`src/rtl/gcd_vector_sequencer.sv`:
```
// Vector store plus playback/check engine for a GCD-style DUT: loads (a, b, expected z)
// triples, issues each one on io_a/io_b/io_e, checks io_z on io_v, and guards every vector with a timeout.
module gcd_vector_sequencer #(
   parameter int WIDTH   = 16,
   parameter int DEPTH   = 16,
   parameter int TIMEOUT = 1024,
   localparam int CW = $clog2(DEPTH + 1),
   localparam int IW = (DEPTH > 1) ? $clog2(DEPTH) : 1,
   localparam int TW = $clog2(TIMEOUT)
) (
   input  logic             clock_i,
   input  logic             reset_i,
   input  logic             load_en_i,
   input  logic [WIDTH-1:0] load_a_i,
   input  logic [WIDTH-1:0] load_b_i,
   input  logic [WIDTH-1:0] load_exp_i,
   input  logic             clear_i,
   input  logic             start_i,
   output logic [WIDTH-1:0] io_a_o,
   output logic [WIDTH-1:0] io_b_o,
   output logic             io_e_o,
   input  logic [WIDTH-1:0] io_z_i,
   input  logic             io_v_i,
   output logic             busy_o,
   output logic             done_o,
   output logic             pass_o,
   output logic             timeout_o,
   output logic             overflow_o,
   output logic [CW-1:0]    vec_count_o,
   output logic [CW-1:0]    mismatch_count_o,
   output logic [IW-1:0]    first_fail_o,
   output logic [1:0]       state_o
);

   typedef enum logic [1:0] {
      S_IDLE  = 2'd0,
      S_ISSUE = 2'd1,
      S_WAIT  = 2'd2,
      S_DONE  = 2'd3
   } state_t;

   state_t           state_q, state_d;
   logic [IW-1:0]    idx_q, idx_d;
   logic [TW-1:0]    cnt_q, cnt_d;
   logic [CW-1:0]    vec_count_q, vec_count_d;
   logic [CW-1:0]    mm_q, mm_d;
   logic [IW-1:0]    ff_q, ff_d;
   logic             to_q, to_d;
   logic             ovf_q, ovf_d;
   logic [WIDTH-1:0] io_a_q, io_a_d;
   logic [WIDTH-1:0] io_b_q, io_b_d;

   logic [WIDTH-1:0] mem_a [DEPTH];
   logic [WIDTH-1:0] mem_b [DEPTH];
   logic [WIDTH-1:0] mem_e [DEPTH];
   logic             we;
   logic [IW-1:0]    nxt_idx;
   logic             last;

   assign nxt_idx = idx_q + IW'(1);
   assign last    = ((CW'(idx_q) + CW'(1)) == vec_count_q);

   // Operand registers are loaded on entry to ISSUE so they are valid while io_e is high.
   always_comb begin
      state_d     = state_q;
      idx_d       = idx_q;
      cnt_d       = cnt_q;
      vec_count_d = vec_count_q;
      mm_d        = mm_q;
      ff_d        = ff_q;
      to_d        = to_q;
      ovf_d       = ovf_q;
      io_a_d      = io_a_q;
      io_b_d      = io_b_q;
      we          = 1'b0;
      case (state_q)
         S_IDLE, S_DONE: begin
            if (clear_i) begin
               vec_count_d = '0;
               ovf_d       = 1'b0;
               state_d     = S_IDLE;
            end else if (start_i && (vec_count_q != '0)) begin
               idx_d   = '0;
               mm_d    = '0;
               to_d    = 1'b0;
               ff_d    = '0;
               io_a_d  = mem_a[0];
               io_b_d  = mem_b[0];
               state_d = S_ISSUE;
            end else if (load_en_i) begin
               if (vec_count_q < CW'(DEPTH)) begin
                  we          = 1'b1;
                  vec_count_d = vec_count_q + CW'(1);
                  state_d     = S_IDLE;
               end else begin
                  ovf_d = 1'b1;
               end
            end
         end
         S_ISSUE: begin
            cnt_d   = '0;
            state_d = S_WAIT;
         end
         S_WAIT: begin
            if (io_v_i) begin
               if (io_z_i != mem_e[idx_q]) begin
                  mm_d = mm_q + CW'(1);
                  if (mm_q == '0) ff_d = idx_q;
               end
               if (last) begin
                  state_d = S_DONE;
               end else begin
                  idx_d   = nxt_idx;
                  io_a_d  = mem_a[nxt_idx];
                  io_b_d  = mem_b[nxt_idx];
                  state_d = S_ISSUE;
               end
            end else if (cnt_q == TW'(TIMEOUT - 1)) begin
               to_d = 1'b1;
               if (mm_q == '0) ff_d = idx_q;
               state_d = S_DONE;
            end else begin
               cnt_d = cnt_q + TW'(1);
            end
         end
         default: state_d = S_IDLE;
      endcase
   end

   always_ff @(posedge clock_i or posedge reset_i) begin
      if (reset_i) begin
         state_q     <= S_IDLE;
         idx_q       <= '0;
         cnt_q       <= '0;
         vec_count_q <= '0;
         mm_q        <= '0;
         ff_q        <= '0;
         to_q        <= 1'b0;
         ovf_q       <= 1'b0;
         io_a_q      <= '0;
         io_b_q      <= '0;
      end else begin
         state_q     <= state_d;
         idx_q       <= idx_d;
         cnt_q       <= cnt_d;
         vec_count_q <= vec_count_d;
         mm_q        <= mm_d;
         ff_q        <= ff_d;
         to_q        <= to_d;
         ovf_q       <= ovf_d;
         io_a_q      <= io_a_d;
         io_b_q      <= io_b_d;
      end
   end

   // Store contents are not reset; vec_count alone defines which entries are valid.
   always_ff @(posedge clock_i) begin
      if (we) begin
         mem_a[IW'(vec_count_q)] <= load_a_i;
         mem_b[IW'(vec_count_q)] <= load_b_i;
         mem_e[IW'(vec_count_q)] <= load_exp_i;
      end
   end

   assign io_a_o           = io_a_q;
   assign io_b_o           = io_b_q;
   assign io_e_o           = (state_q == S_ISSUE);
   assign busy_o           = (state_q == S_ISSUE) || (state_q == S_WAIT);
   assign done_o           = (state_q == S_DONE);
   assign pass_o           = (state_q == S_DONE) && (mm_q == '0) && !to_q;
   assign timeout_o        = to_q;
   assign overflow_o       = ovf_q;
   assign vec_count_o      = vec_count_q;
   assign mismatch_count_o = mm_q;
   assign first_fail_o     = ff_q;
   assign state_o          = state_q;

endmodule

```
`config.mk`:
```
export PLATFORM = sky130hd
export DESIGN_NAME = gcd_vector_sequencer
export DESIGN_NICKNAME = d
export VERILOG_FILES = /design/src/rtl/gcd_vector_sequencer.sv
export SDC_FILE = /design/constraint.sdc
export NUM_CORES = 1
export LEC_CHECK = 0
export ABC_AREA = 1
export CORE_MARGIN = 2
export CORE_UTILIZATION = 35
export DETAILED_ROUTE_END_ITERATION = 8
export SLEW_MARGIN = 40
export SYNTH_ARGS = -nofsm -noshare
export SYNTH_HDL_FRONTEND = slang
export SYNTH_SLANG_ARGS = --single-unit
```
`constraint.sdc`:
```
create_clock -name clock_i -period 4.4 [get_ports clock_i]
set_clock_uncertainty 0.15 [all_clocks]
set_input_delay 0.88 -clock clock_i [delete_from_list [all_inputs] [get_ports clock_i]]
set_output_delay 0.88 -clock clock_i [all_outputs]
set_load 0.005 [all_outputs]
```
# Yosys cells after proc, flatten, opt, wreduce, memory -nomap -nowiden
# Memory sizes are Yosys's and may differ from the RTL's.
# Index checks and enable logic that the tools add are counted.
[word_totals] out_inout_bits=54 ff_bits=64 input_bits=70 word_cells=116 ram_bits=768 memories=3
[op_classes] reduce_logical=21 n_eq_ne=20 magnitude_cmp=1 addsub=5 muxes=56
[memory_table] name="mem_a" words=16 width=16 read_ports=2 rd_clocked_by_memory_dff=0 wr=1 line_no="53" text="logic [WIDTH-1:0] mem_a [DEPTH];"
[memory_table] name="mem_b" words=16 width=16 read_ports=2 rd_clocked_by_memory_dff=0 wr=1 line_no="54" text="logic [WIDTH-1:0] mem_b [DEPTH];"
[memory_table] name="mem_e" words=16 width=16 read_ports=1 rd_clocked_by_memory_dff=0 wr=1 line_no="55" text="logic [WIDTH-1:0] mem_e [DEPTH];"
[op_table] cell="$mux W16" n=8
[op_table] cell="$pmux W16 S2" n=2
[op_table] cell="$mux W5" n=8
[op_table] cell="$mux W4" n=8
[op_table] cell="$mux W10" n=2
[op_table] cell="$ne A2 B2 Y1 const B" n=10
[op_table] cell="$pmux W10 S2" n=1
[op_table] cell="$reduce_and A5 Y1" n=4
[op_table] cell="$ne A16 B16 Y1" n=1
[op_table] cell="$pmux W4 S2" n=2
[op_table] cell="$mux W1" n=15
[op_table] cell="$mux W2" n=7
[op_table] cell="$add A10 B1 Y10 const B" n=1
[op_table] cell="$add A5 B1 Y5 const B" n=2
[op_table] cell="$eq A10 B10 Y1 const B" n=1
[op_table] cell="$pmux W5 S2" n=1
[op_table] cell="$ne A4 B4 Y1 const B" n=2
[op_table] cell="$reduce_and A4 Y1" n=2
[op_table] cell="$reduce_bool A2 Y1" n=4
[op_table] cell="$ne A3 B3 Y1 const B" n=2
[op_table] cell="$pmux W2 S3" n=1
[op_table] cell="$reduce_and A3 Y1" n=2
[op_table] cell="$add A4 B1 Y5 const B" n=1
[op_table] cell="$eq A5 B5 Y1" n=1
[op_table] cell="other kinds (12)" n=15

# Logic depth before layout (Yosys ltp)
# Gate-level depths: netlist of run 1.
[logic_depth] word_depth=8 depth_mapped=19 depth_no_buf=17

# Worst setup path after synthesis of run 1
# No wires, ideal clock.
[synth_timing] path_type="flip-flop to flip-flop" start="register state_q[0] (netlist: state_o[0])" end="memory mem_a[11][0] (enable)" setup_ps=454 required_ps=3796 path_stages_with_launch=12 synth_period_minus_slack_ps=4532 path_slack_ps=-132 arrival_time_ps=3928 n_path_buf=1 path_cell_list="dfrtp_1 -> inv_1 -> ha_1 -> clkbuf_1 -> inv_1 -> nor2_1 -> inv_1 -> a21oi_1 -> inv_1 -> nor2_2 -> nand2_1 -> nor2_1"
[synth_between] elab_chain_len=5 word_cells_on_any_way=6 cone_classes="eq/ne: 1; mux: 3; reduce/logical: 2"
[synth_rtl] item="start, declared" line_no="42" text="state_t state_q, state_d;"
[synth_rtl] item="start signal, assigned" line_no="143" text="state_q <= state_d;"
[synth_rtl] item="$eq A2 B2 Y1 / $logic_not A2 Y1 (equally long branches)" line_no="76" text="case (state_q)"
[synth_rtl] item="$reduce_or A2 Y1 *" line_no="76"
[synth_rtl] item="$mux W1 *" line_no="76"
[synth_rtl] item="$mux W1 *" line_no="158" text="if (we) begin"
[synth_rtl] item="$mux W1 (implied by the code) *" line_no="159" text="mem_a[IW'(vec_count_q)] <= load_a_i;"
[synth_rtl] item="end, declared" line_no="53"
# Every way passes the cells marked *; elsewhere a longest branch is shown, timed or not.

# Final worst setup path of run 1
[layout_timing] start="register vec_count_q[0] (netlist: vec_count_o[0])" end="memory mem_b[14][3] (enable)"
[layout_between] elab_chain_len=8 word_cells_on_any_way=10 cone_classes="order compare: 1; mux: 7; reduce/logical: 2"
[layout_rtl] item="start, declared" line_no="45" text="logic [CW-1:0] vec_count_q, vec_count_d;"
[layout_rtl] item="start signal, assigned" line_no="146" text="vec_count_q <= vec_count_d;"
[layout_rtl] item="$lt A5 B5 Y1" line_no="91" text="if (vec_count_q < CW'(DEPTH)) begin"
[layout_rtl] item="$mux W1" line_no="91"
[layout_rtl] item="$mux W1" line_no="90" text="end else if (load_en_i) begin"
[layout_rtl] item="$mux W1" line_no="82" text="end else if (start_i && (vec_count_q != '0)) begin"
[layout_rtl] item="$mux W1" line_no="78" text="if (clear_i) begin"
[layout_rtl] item="$mux W1" line_no="76"
[layout_rtl] item="$mux W1" line_no="158"
[layout_rtl] item="$mux W1 (implied by the code)" line_no="160" text="mem_b[IW'(vec_count_q)] <= load_b_i;"
[layout_rtl] item="end, declared" line_no="54"
# Several ways; a longest one is shown, not always the timed one.

==> summary.md, run 1 <==
The flow ran to the end, and the final reports show no timing, DRC or antenna violations. Category of the worst setup path capture point: a flip-flop. The run gives 88 as the CTS buffer count. The worst reg-to-reg path cell count was 11. In the final design database the tool counted 3150 nets. The cell chosen for the clock root is clkbuf_16. The worst register-to-register path ends at mem_b[14][3]$_DFFE_PP_.

Across all layers, the routed design uses 22200 vias. Counting the fill cells in the layout gives 9048. For the instance count after placement with tap cells included, the log shows 4265.

In this run the critical register-to-register path is launched from vec_count_o[0]$_DFFE_PP0P_. For the via count of the first global-routing pass, the log shows 21600. Net count after synthesis: 3060.

In this run the worst setup path terminates at mem_b[14][3]$_DFFE_PP_. For the worst-skew pair, the clock arrives at the later sink with an insertion delay of 640 ps. The worst setup path is of the reg -> reg kind.

The tools report the startpoint of the worst setup timing path as vec_count_o[0]$_DFFE_PP0P_. Relative to the synthesized area, the layout overhead comes to 16.7%. The congestion estimate from routability-driven global placement came to 0.780. The DRC marker count from the first detailed-route iteration was 1964. The overall global routing resource usage came out at 0.166. The run gives 0 as the sum of overflow across all layers after global routing.

The number of warnings printed during yosys synthesis is 0. The share of post-route cells with drive strength above 1 was 0.0767; the post-CTS setup buffer count was 0. The number of synthesized flops with an enable pin was 768.

The kind of start point of the critical path is a flip-flop. After layout, the minimum clock period comes to 3370 ps. Counting instances, the worst hold path has a depth of 2.

The largest net degree at the start of global routing was 153; the starting utilization of the core area was 0.352. Maximum fanout along the worst path: 48. For this design the static power due to leakage is 14.2 nW. The die covers 101000 um2. For this run, design rule violations remaining after detail routing come to 0.

CTS built an H-tree with a depth of 3. The number of hold violations in the final report is 0, and the routed via count divided by cell count is 5.01. The final period utilization was 0.767; the combined area of all synthesized cells was 34500 um2.

The fraction of registers with async set/reset was 0.0769; the number of nets with antenna violations after detailed routing was 0. Post-detailed-placement half-perimeter wirelength: 47200 um. TritonCTS built the clock tree. After detailed routing, the total wire length is 85400 um. Based on the critical path, the design can be clocked at up to 296 MHz. The number of instances in the synthesized netlist was 2979; the quantity of I/O buffers inserted on ports was 123.

The floorplan step set the die width to 318 um. For this design the ratio of total power to cell area is 580 nW/um2. In this run, synthesis produced a sequential element count of 832. Each instance of the synthesized netlist takes up on average 11.6 um2. The average wire per standard cell was 19.3 um; the number of primary I/O pins was 124. The max-slew violation count is 0, and the area of the core is 98000 um2. The number of antenna violations at the first check in global routing is 5, and the summed negative setup slack over all endpoints is 0 ps. The final count of negative-setup-slack endpoints came out at 0. The clock passes through at most 3 buffers.

The run gives 4431 as the number of non-filler instances in the completed layout. The smallest hold slack came out at 328 ps. Setup repair after global routing left no endpoint under its margin. The logs give 0.410 for the final core utilization and 3510 ps for the data arrival time of the critical path. The netlist uses 37 different library cells.

The first detailed-routing pass ran for 5 iterations. The tightest min-delay check is of the reg -> reg type. The slew at the pin with the worst max-slew slack is 834 ps, and the setup slack of the most critical reg-to-reg path is 1030 ps. Across the VDD grid, the largest voltage drop is 0.000454 V. For the max capacitance violation total, the log shows 0. The floorplan has 115 rows.

Counting every sink on the clock net gives 832. The first global-routing pass estimated 130000 um of wire. Post-CTS repair changed the size of 0 cells. The tools report the relative slew slack as 0.444. Buffers inserted to repair hold after CTS numbered 0. After clock tree synthesis, the clock-pin slew on the worst setup and hold paths is 60 ps.

For the sequential-to-total area share from yosys stat, the log shows 0.716. The die is 318 um tall. For the required time of the critical path, the log shows 4530 ps. The most used flip-flop cell after synthesis was edfxtp_1.
how the worst min path moves through the flow:
stage	slack, ps	start	end
2_1_floorplan	320	first_fail_o[0]$_DFFE_PP0P_	first_fail_o[0]$_DFFE_PP0P_
3_3_place_gp	310	first_fail_o[3]$_DFFE_PP0P_	first_fail_o[3]$_DFFE_PP0P_
3_5_place_dp	320	first_fail_o[3]$_DFFE_PP0P_	first_fail_o[3]$_DFFE_PP0P_
4_1_cts	330	first_fail_o[3]$_DFFE_PP0P_	first_fail_o[3]$_DFFE_PP0P_
5_1_grt	370	io_a_o[12]$_DFFE_PP0P_	io_a_o[12]$_DFFE_PP0P_
6_report	330	first_fail_o[3]$_DFFE_PP0P_	first_fail_o[3]$_DFFE_PP0P_
cell usage after synthesis, types with 19 or more instances:
| cell type | count | area share |
|---|---|---|
| o21ai_0 | 394 | 0.057 |
| inv_1 | 215 | 0.023 |
| buf_1 | 19 | 0.0021 |
| o21ai_1 | 49 | 0.0071 |
| buf_2 | 51 | 0.0074 |
| a21oi_1 | 74 | 0.011 |
| nor2_1 | 415 | 0.045 |
| edfxtp_1 | 768 | 0.67 |
| clkbuf_1 | 86 | 0.0094 |
| nand3_1 | 179 | 0.026 |
| dfrtp_1 | 64 | 0.046 |
| nand2_1 | 430 | 0.047 |
| o22ai_1 | 128 | 0.023 |
power breakdown:
| group | leakage [nW] | switching (mW) | internal, mW | total (mW) |
|---|---|---|---|---|
| registers | 7.76 | 0.202 | 9.15 | 9.35 |
| clock network | 1.42 | 3.06 | 4.29 | 7.35 |
| logic | 5.04 | 4.45 | 2.18 | 6.62 |
| total | 14.2 | 7.71 | 15.6 | 23.3 |
cell type report:
| cell class | instances | area [um2] | area share |
|---|---|---|---|
| inverter | 217 | 827 | 0.0206 |
| tap | 1287 | 1610 | 0.0400 |
| clock buffer | 112 | 2400 | 0.0598 |
| clock inverter | 52 | 479 | 0.0119 |
| multi-input combinational | 1751 | 8290 | 0.206 |
| sequential | 832 | 24700 | 0.613 |
| timing repair buffer | 179 | 1930 | 0.0480 |
| antenna | 1 | 2.50 | 0.0000622 |
cell families after synthesis:
kind of cell,synth area share
adder cells (fa/ha/maj),0.00399
flip-flops,0.716
AND/OR/NAND/NOR,0.126
AO/OA/AOI/OAI,0.104
XOR/XNOR,0.00174
buffers and inverters,0.0488
state kept, by name, summed over array words and instances (netlist names):
signal,count
overflow_o,1
mem_b,256
idx_q,4
io_a_o,16
mismatch_count_o,5
mem_e,256
cnt_q,10
timeout_o,1
mem_a,256
first_fail_o,4
vec_count_o,5
state_o,2
io_b_o,16
worst max-delay path: stages, from the launching register on:
cell     delay, ps
dfrtp_1        440
inv_1          160
ha_1           250
a31oi_1        100
nor2_1         210
inv_1           70
a21oi_1        360
inv_1          140
nor2_2         270
nand2_1        300
nor2_4         190
buf_12         340
routing by layer:
layer  share of wire  track usage  up-vias
met4           0.022       0.0428        6
li1                -            -    10700
met3           0.051       0.0283      133
met5         0.00037            0        -
met2            0.48        0.279      549
met1            0.44        0.223    10800
cells in the final DEF, fill, tap and decap left out, types with 4 or more instances in the layout:
cell / count
clkinv_2: 19
buf_12: 22
nor2_4: 16
nor3_1: 9
nand4_1: 9
edfxtp_1: 768
clkdlybuf4s50_1: 123
buf_4: 33
bufinv_16: 7
o21ai_1: 49
ha_1: 9
or2_2: 14
o211ai_1: 13
clkbuf_1: 15
clkinv_1: 17
a21oi_1: 74
o211ai_2: 5
nand2_1: 429
o21ai_0: 394
clkbuf_8: 7
nand3_1: 179
inv_2: 4
inv_1: 211
nor2_1: 399
dfrtp_1: 61
o22ai_1: 128
clkbuf_16: 90
stage by stage:
step | instance area, um2 | total power [mW] | setup WS, ps
2_1_floorplan | 34500 | 13.9 | -132
6_report | 40200 | 23.3 | 1030
4_1_cts | 40200 | 23.5 | 1030
3_5_place_dp | 37300 | 16.2 | 594
5_1_grt | 40200 | 24.7 | 817
3_3_place_gp | 37300 | 16.1 | 579
No activity file was read; power rests on OpenSTA's default activity.
==> run 2, diff against run 1 <==
==> constraint.sdc (replaced) <==
create_clock -name clock_i -period 2.9 [get_ports clock_i]
set_clock_uncertainty 0.15 [all_clocks]
set_input_delay 0.58 -clock clock_i [delete_from_list [all_inputs] [get_ports clock_i]]
set_output_delay 0.58 -clock clock_i [all_outputs]
set_load 0.005 [all_outputs]
==> run 2 against run 1 <==
Net effect: power is 61% higher; largest cell class unchanged; combinational power rose by 95%; critical path type unchanged; core utilization up 1.9 points; clock power is 44% higher; wire length grew 12%; die area is the same.
==> summary.md, run 2 (same netlist as run 1, synthesis figures left out) <==
The average wire per standard cell was 21.2 um (+10%). Setup repair after global routing could not meet its margin everywhere. The leakage dissipation was 15.1 nW (+6.2%); the area of the core was 98000 um2 (unchanged). The worst setup path is captured at a flip-flop. The H-tree depth reported by CTS is 3 (unchanged). The tools report the final wirelength as 96100 um (+12%). The run gives 0 (unchanged) as the number of buffers inserted for hold repair after clock tree synthesis.

The data arrival time of the critical path is 3200 ps (-310 ps), and the CTS buffer count is 85 (-3.4%). For the number of antenna violations at the first check in global routing, the log shows 3 (-2). The maximum fanout along the worst path is 9 (-81%). The run gives 0.352 (unchanged) as the starting utilization of the core area.

TritonCTS built the clock tree. The DRC violation count after routing is 0 (unchanged). In the final layout, the registers with the most flip-flops are mem_a x256, mem_b x256, mem_e x256. Critical path start-end classification: reg -> reg. The quantity of I/O buffers inserted on ports was 123 (unchanged). The run gives 0 (unchanged) as the max capacitance violation total. The top cell types in the final layout, fill and taps aside, are edfxtp_1, nand2_1, nor2_1. Critical-path cell with the highest stage delay: dfrtp_4. The flow ran to the end, and the final reports show no timing, DRC or antenna violations. The tree is rooted in a clkbuf_16. The post-placement worst setup slack was -48.3 ps (-642 ps); the count of buffering cells on the critical path with inverters included was 6 (+2). The overall global routing resource usage came out at 0.176 (+0.0102).

The clock sink total was 832 (unchanged). Max-slew violation count: 0 (unchanged). The area growth from synthesis to layout works out to 22.1%. The tools report the global-route wire length before repair as 136000 um (+4.6%). The required time of the critical path came out at 3280 ps (-1250 ps). The placement row count was 115 (unchanged); the detailed-routing iteration count for the pre-antenna-repair pass was 5 (unchanged). Leaving out fill and tap cells, the most frequent cell in the layout is edfxtp_1.

The worst-case setup margin in the final layout was 74.9 ps (-951 ps); the post-layout minimum cycle time was 2830 ps (-549 ps). The y dimension of the die was 318 um (unchanged); the number of inserted filler cells in the final layout was 8918 (-1.4%). The count of vias placed by the detailed router came out at 23300 (+5.1%). The logs give 2492 (+27%) for the DRC marker count from the first detailed-route iteration and 0.820 (+5.0%) for the placer's final routability congestion estimate. The clock latency on the worst-skew pair came out at 650 ps (about the same).

For the final count of negative-setup-slack endpoints, the log shows 0 (unchanged). The kind of start point of the critical path was a flip-flop. The routed via count divided by cell count is 5.15 (+2.9%).

The cell type group with the largest total delay on the critical path was buffers and inverters. For the via count of the first global-routing pass, the log shows 22000 (+1.9%). Traced cell by cell, the critical path runs through buf_6 > buf_4 > ha_4 > inv_4 > nand2_1 > nand4_1 > a21oi_1 > o21ai_1 > nor2_1 > a21oi_1 > nor2_1 > inv_1 > nand2_4 > buf_12 > buf_6 > o21ai_1. The slew at the pin with the worst max-slew slack is 778 ps (-55.9 ps), and the number of non-filler instances in the completed layout is 4527 (+2.2%).

Worst ir drop on vdd: 0.000533 V (+17%). Kind of path behind the tightest hold check: in -> async. Share of post-route cells with drive strength above 1: 0.131 (+0.0539). The number of nets with antenna violations after detailed routing was 0 (unchanged); the final period utilization was 0.974 (+0.207). The tools report the placed cell area as 38300 um2 (+2.7%). The run gives 121 ps (-207 ps) as the smallest hold slack.

The die footprint is 101000 um2 (unchanged), and the number of primary I/O pins is 124 (unchanged). Buffer depth of the longest clock path: 3 (unchanged). The power density over the cells is 895 nW/um2 (+54%), and the number of nets in the layout is 3253 (+3.3%). The largest net degree at the start of global routing was 226 (+48%).

The relative slew slack came out at 0.480 (+0.0356). The cell area after layout was 42100 um2 (+4.6%); the instance count after placement with tap cells included was 4325 (+1.4%). The clock transition at the registers of the reported paths came out at 70 ps (about the same). Chip width: 318 um (unchanged). The post-detailed-placement half-perimeter wirelength was 53700 um (+14%).

For the highest achievable clock rate, the log shows 354 MHz (+19%). The tools report the number of hold violations in the final report as 0 (unchanged). The stage delay of the slowest cell on the critical path works out to 500 ps (+60 ps). The sum of overflow across all layers after global routing came out at 0 (unchanged).
==> run 2: cell types whose count changed in the layout (fill, tap and decap cells not counted), moves of 11 or more <==
cell / delta
nand3_2: +36
o21ai_1: +11
buf_12: +40
nor2_1: -13
nand2_1: -23
nand2_2: +20
buf_4: +36
nand3_1: -37
o21ai_0: -13
==> run 2: report_power, final <==
part | internal [mW] | switching, mW | total (mW)
Combinational | 4.93 | 7.93 | 12.9
Clock | 6.04 | 4.60 | 10.6
Sequential | 13.9 | 0.277 | 14.2
Total | 24.8 | 12.8 | 37.6
==> run 2: stage by stage <==
| step | setup TNS, ps | total power [mW] | util |
|---|---|---|---|
| 3_3_place_gp | 0 | 25.2 | 0.391 |
| 5_1_grt | -1700 | 39.5 | 0.429 |
| 3_5_place_dp | -141 | 25.3 | 0.391 |
| 4_1_cts | 0 | 35.9 | 0.419 |
| 6_report | 0 | 37.6 | 0.429 |
| 2_1_floorplan | -59580 | 21.3 | - |
==> run 2: repair_timing <==
action / in CTS / in global routing
setup endpoints to repair: 6 / 31
gates resized for setup: 4 / 113
pin swaps: 1 / 30
gates cloned: 1 / 19
endpoints found under the hold margin: 0 / 0
buffers inserted: 2 / 24
==> run 2: worst paths after layout <==
path | to | cells past startpoint | startpoint | slack, ps
min reg2reg | first_fail_o[0]$_DFFE_PP0P_ | 2 | first_fail_o[0]$_DFFE_PP0P_ | 320
max in group asynchronous | io_b_o[4]$_DFFE_PP0P_ | 3 | reset_i | 1880
max reg2reg | io_b_o[1]$_DFFE_PP0P_ | 16 | idx_q[0]$_DFFE_PP0P_ | 70
max | io_b_o[1]$_DFFE_PP0P_ | 16 | idx_q[0]$_DFFE_PP0P_ | 70
min | overflow_o$_DFFE_PP0P_ | 2 | reset_i | 120
min in group clock_i | first_fail_o[0]$_DFFE_PP0P_ | 2 | first_fail_o[0]$_DFFE_PP0P_ | 320
==> run 2: layout make-up <==
cell class	count	area [um2]	area share
multi-input cells	1752	8690	0.206
clock buffers	114	2340	0.0556
diodes	1	2.50	0.0000595
flip-flops and latches	832	24700	0.586
well taps	1287	1610	0.0383
inverters	217	836	0.0199
repair inverters	1	8.76	0.000208
clock inverters	40	343	0.00815
repair buffers	283	3580	0.0851
==> run 2: layer usage <==
metal	up-vias	share of wire	track usage
met1	11400	0.43	0.240
met3	155	0.075	0.0350
li1	10900	-	-
met4	4	0.024	0.0468
met5	-	0.00017	0
met2	870	0.47	0.288
